`config.mk`:
```
export PLATFORM = sky130hd
export DESIGN_NAME = nibble_serial_add_seq
export DESIGN_NICKNAME = d
export VERILOG_FILES = /design/src/rtl/nibble_serial_add_seq.sv
export SDC_FILE = /design/constraint.sdc
export NUM_CORES = 1
export LEC_CHECK = 0
export BUFFER_PORTS_ARGS = -buffer_cell sky130_fd_sc_hd__buf_2
export CELL_PAD_IN_SITES_DETAIL_PLACEMENT = 0
export CELL_PAD_IN_SITES_GLOBAL_PLACEMENT = 2
export CORE_ASPECT_RATIO = 0.75
export CORE_UTILIZATION = 38
export CTS_BUF_LIST = sky130_fd_sc_hd__clkbuf_2 sky130_fd_sc_hd__clkbuf_4 sky130_fd_sc_hd__clkbuf_8
export DETAILED_ROUTE_END_ITERATION = 6
export PLACE_DENSITY = 0.94
export SETUP_SLACK_MARGIN = 0.1
export SLEW_MARGIN = 30
export SYNTH_ARGS = -nofsm -noshare
export SYNTH_HDL_FRONTEND = slang
export SYNTH_SLANG_ARGS = --single-unit
```
`constraint.sdc`:
```
create_clock -name clk -period 4.97 [get_ports clk]
set_input_delay 0.7455 -clock clk [delete_from_list [all_inputs] [get_ports clk]]
set_output_delay 0.7455 -clock clk [all_outputs]
set_load 0.01 [all_outputs]
```
`src/rtl/nibble_serial_add_seq.sv`:
```
// Sequencer computing WIDTH-bit A+B+cin on an external 4-bit adder slice,
// one nibble per SUM/CARRY step pair, with valid/ready on both sides.
module nibble_serial_add_seq #(
  parameter int unsigned WIDTH = 16
) (
  input  logic             clk,
  input  logic             reset_n,
  input  logic             req_valid,
  output logic             req_ready,
  input  logic [WIDTH-1:0] op_a,
  input  logic [WIDTH-1:0] op_b,
  input  logic             cin,
  output logic             rsp_valid,
  input  logic             rsp_ready,
  output logic [WIDTH-1:0] rsp_sum,
  output logic             rsp_cout,
  output logic [3:0]       add_x,
  output logic [3:0]       add_y,
  input  logic [3:0]       add_s,
  input  logic             add_co
);

  localparam int unsigned NIB = WIDTH / 4;
  localparam int unsigned IW  = (NIB > 1) ? $clog2(NIB) : 1;

  typedef enum logic [1:0] {IDLE, SUM, CARRY, DONE} state_t;

  state_t           state, state_nxt;
  logic [WIDTH-1:0] a_q, a_nxt;
  logic [WIDTH-1:0] b_q, b_nxt;
  logic [WIDTH-1:0] res_q, res_nxt;
  logic [IW-1:0]    idx_q, idx_nxt;
  logic             carry_q, carry_nxt;
  logic             c1_q, c1_nxt;
  logic             req_ready_nxt, rsp_valid_nxt, rsp_cout_nxt;
  logic [WIDTH-1:0] rsp_sum_nxt;
  logic [3:0]       add_x_nxt, add_y_nxt;

  // Select nibble i of a latched operand.
  function automatic logic [3:0] nib(input logic [WIDTH-1:0] v, input int unsigned i);
    return v[4*i +: 4];
  endfunction

  // State and registered outputs; add_x doubles as the partial-sum register in CARRY.
  always_ff @(posedge clk or negedge reset_n) begin
    if (!reset_n) begin
      state     <= IDLE;
      a_q       <= '0;
      b_q       <= '0;
      res_q     <= '0;
      idx_q     <= '0;
      carry_q   <= 1'b0;
      c1_q      <= 1'b0;
      req_ready <= 1'b1;
      rsp_valid <= 1'b0;
      rsp_sum   <= '0;
      rsp_cout  <= 1'b0;
      add_x     <= 4'h0;
      add_y     <= 4'h0;
    end else begin
      state     <= state_nxt;
      a_q       <= a_nxt;
      b_q       <= b_nxt;
      res_q     <= res_nxt;
      idx_q     <= idx_nxt;
      carry_q   <= carry_nxt;
      c1_q      <= c1_nxt;
      req_ready <= req_ready_nxt;
      rsp_valid <= rsp_valid_nxt;
      rsp_sum   <= rsp_sum_nxt;
      rsp_cout  <= rsp_cout_nxt;
      add_x     <= add_x_nxt;
      add_y     <= add_y_nxt;
    end
  end

  // Next state, datapath updates and next values of the registered outputs.
  always_comb begin
    state_nxt    = state;
    a_nxt        = a_q;
    b_nxt        = b_q;
    res_nxt      = res_q;
    idx_nxt      = idx_q;
    carry_nxt    = carry_q;
    c1_nxt       = c1_q;
    rsp_sum_nxt  = rsp_sum;
    rsp_cout_nxt = rsp_cout;
    add_x_nxt    = 4'h0;
    add_y_nxt    = 4'h0;

    unique case (state)
      IDLE: begin
        if (req_valid && req_ready) begin
          a_nxt     = op_a;
          b_nxt     = op_b;
          carry_nxt = cin;
          idx_nxt   = '0;
          add_x_nxt = op_a[3:0];
          add_y_nxt = op_b[3:0];
          state_nxt = SUM;
        end
      end
      SUM: begin
        c1_nxt    = add_co;
        add_x_nxt = add_s;
        add_y_nxt = {3'b000, carry_q};
        state_nxt = CARRY;
      end
      CARRY: begin
        res_nxt[4*int'(idx_q) +: 4] = add_s;
        // c1 and add_co are mutually exclusive, so OR is the exact carry.
        carry_nxt = c1_q | add_co;
        if (idx_q == IW'(NIB - 1)) begin
          rsp_sum_nxt  = res_nxt;
          rsp_cout_nxt = carry_nxt;
          state_nxt    = DONE;
        end else begin
          idx_nxt   = idx_q + IW'(1);
          add_x_nxt = nib(a_q, int'(idx_q) + 1);
          add_y_nxt = nib(b_q, int'(idx_q) + 1);
          state_nxt = SUM;
        end
      end
      DONE: begin
        if (rsp_ready) state_nxt = IDLE;
      end
      default: state_nxt = IDLE;
    endcase

    req_ready_nxt = (state_nxt == IDLE);
    rsp_valid_nxt = (state_nxt == DONE);
  end

endmodule

```
==> qor.txt <==
status = finished, final reports clean
fraction of layout cells with a size suffix above 1 = 0.266
vias in the first global route = 2,388
CTS tree = done
Reg2Reg Setup Slack = 2140 ps
DP Cell Count = 453
Warnings, synthesis = 0
area leader, netlist = dfrtp_1
Finish-stage setup viols = 0
GPL Wtd Cong = 0.794
Crit path max-delay family = simple AND/OR/NAND/NOR gates
Startpoint Class = flip-flop
CP max stage cell = dfrtp_1
maximum clock path buffer count = 2
total negative slack = 0 ps
clock-pin transition on the worst setup and hold timing paths = 80 ps
Worst Max-Slew Pin Slew = 797 ps
final period utilization = 0.570
RSZ-0062 raised after global routing = false
Seq pwr share = 0.438
Sw Ratio = 0.378
Yosys cell types = 41
syn_nets = 349
CP peak stage delay = 860 ps
Cell Chain, Critical Path = inv_1, ha_1, nor4bb_2, a221oi_1, nor2_1
Syn Inst Count = 302
fillers = 774
hold crit path type = in -> async
Max Cap Violations = 0
DR pass1 iterations = 4
Max Fclk = 353 MHz
sequential area share after synthesis = 0.542
Main synth FF type = dfrtp_1
asr flop ratio synth = 1.00
total track usage = 0.189
postcts setup bufs = 0
total power = 0.00233 W
grt ovf = 0
DRT Wirelength = 7370 microns
global-route wire length before repair = 12,200 microns
Post-synth EDFFs = 0
Post-DP Area = 3580 sq um
most instantiated cells after synthesis = 68 x dfrtp_1, 38 x nand2_1, 24 x nor2_1, 16 x mux2_1, 16 x o21ai_0
Required @ worst endpoint = 5240 ps
Post-layout nets = 406
Area contributors post-synth = dfrtp_1 53%, mux2_1 5.7%, nand2_1 4.5%
mean number of vias per cell = 5.30
initial antenna violation count = 0
Setup CP Type = reg -> reg
clk sinks = 69
DIE HEIGHT = 81.3 microns
CTS buffer count = 9
Leak Pwr = 1.75 nW
Crit. End Element = flip-flop
clk_lat worst skew = 350 ps
Final min period = 2830 ps
Worst Path Max Fanout = 31
# rows = 28
DRC errors left = 0
Area Overhead vs Synth = 18.7%
I/O pin total = 69
CTS resizes = 0
initial DRC count = 125
P per Cell Area = 615 nW/um^2
via count = 2,484
Worst Path Arrival = 3110 ps
Post-Route Utilization = 0.471
switching pwr = 0.000881 W
top cell type's share of synthesized area = 0.534
largest net degree at the start of global routing = 44
clock skew = 9.13 ps
fin area = 3780 sq um
Clk network pwr share = 0.195
drt wl/cell = 15.7 microns
Slew HR = 0.461
Post-CTS Hold Buffers = 0
combinational share of power = 0.368
number of H-tree levels = 3
Routed Antenna Nets = 0
flops & latches, synth = 69
n_diodes = 0
Avg Inst Size Synth = 10.5 sq um
port bufs = 68
die footprint = 8760 sq um
dpl hpwl = 5190 microns
Hold Fails Final Rpt = 0
max-slew violations = 0
Finished Layout Cells = 469
CTS Root Cell = clkbuf_8
Die Wd = 108 microns
most frequent cell after synthesis = dfrtp_1
Starting Density = 0.397
Core Area = 8020 sq um
internal cell power = 0.00145 W
Post-Syn Area = 3190 sq um
maximum vdd drop = 0.000178 V
Bufs and invs on worst path = 1
[logic make-up (layout without fill, tap and decap cells)]
kind of cell    count (synthesis)  in the layout  synth area share
simple gates                   95             95             0.156
compound gates                 73             73             0.161
flops                          69             69             0.542
buf+inv                        40            102            0.0515
mux                            20             20            0.0699
fa+ha+maj                       5              5            0.0196
[sequential cells by signal, indices dropped and copies added (netlist names)]
signal	cells
rsp_sum	16
a_q	12
b_q	12
res_q	12
add_x	4
add_y	4
idx_q	2
state	2
c1_q	1
carry_q	1
req_ready	1
rsp_cout	1
rsp_valid	1
[final cells by class]
| type | instances | area (sq um) | share of cell area |
|---|---|---|---|
| inverters | 15 | 56.3 | 0.0149 |
| repair buffers | 71 | 363 | 0.0960 |
| multi-input cells | 193 | 1310 | 0.345 |
| clock inverters | 7 | 73.8 | 0.0195 |
| flip-flops and latches | 69 | 1730 | 0.457 |
| clock buffers | 9 | 124 | 0.0328 |
| well taps | 105 | 131 | 0.0347 |
[power by group through the flow]
| stage | Clock [W] | Combinational (W) | Sequential (W) |
|---|---|---|---|
| 2_1_floorplan | 0 | 0.000625 | 0.000977 |
| 3_3_place_gp | 0 | 0.000826 | 0.00102 |
| 3_5_place_dp | 0 | 0.000860 | 0.00103 |
| 4_1_cts | 0.000469 | 0.000864 | 0.00102 |
| 5_1_grt | 0.000495 | 0.000963 | 0.00106 |
| 6_report | 0.000454 | 0.000855 | 0.00102 |
[per-layer routing]
| metal | up-vias | part of all wire | global-route usage |
|---|---|---|---|
| met2 | 71 | 0.45 | 0.270 |
| met4 | 0 | 0.013 | 0.0630 |
| li1 | 1192 | - | - |
| met3 | 11 | 0.066 | 0.0578 |
| met1 | 1210 | 0.47 | 0.271 |
| met5 | - | 0 | 0 |
[cells in the final DEF (no fill, tap or decap), types with 2 or more instances in the layout]
master and count:
a21oi_1 11, a221oi_1 4, a22o_1 4, a31o_1 5, a32o_1 14, a41oi_1 3
and2_1 2, and4bb_1 2, buf_2 68, buf_4 3, clkbuf_8 9, clkinv_2 2
clkinv_4 2, dfrtp_1 68, ha_1 5, inv_1 14, mux2_1 16, mux2_2 2
mux2i_1 2, nand2_1 38, nand3_1 6, nand3b_1 2, nand4_1 2, nand4b_1 5
nor2_1 24, nor2b_1 5, nor3b_2 2, o21ai_0 16, o21ai_1 12
[stage by stage]
| step | worst slack (ps) | hold slack [ps] |
|---|---|---|
| after floorplan | 2830 | 449 |
| after global placement | 1980 | 468 |
| after detailed placement | 2130 | 473 |
| after CTS | 2110 | 396 |
| after global routing | 1860 | 427 |
| final | 2140 | 383 |
[final timing paths]
| path | end | depth (start not counted) | start |
|---|---|---|---|
| max in group asynchronous | req_ready | 2 | reset_n |
| min in group clk | a_q[10] | 1 | a_q[10] |
| min | rsp_sum[9] | 1 | reset_n |
| max reg2reg | rsp_sum[2] | 5 | idx_q[0] |
| max | rsp_sum[2] | 5 | idx_q[0] |
| min reg2reg | a_q[10] | 1 | a_q[10] |
[worst reg2reg max path, delay by kind of cell (launching register included)]
kind            cells  cell delay [ps]
flops               1              860
compound gates      1              170
simple gates        2              900
buf+inv             1              310
fa+ha+maj           1              520
Power figures use the tool's default switching activity.
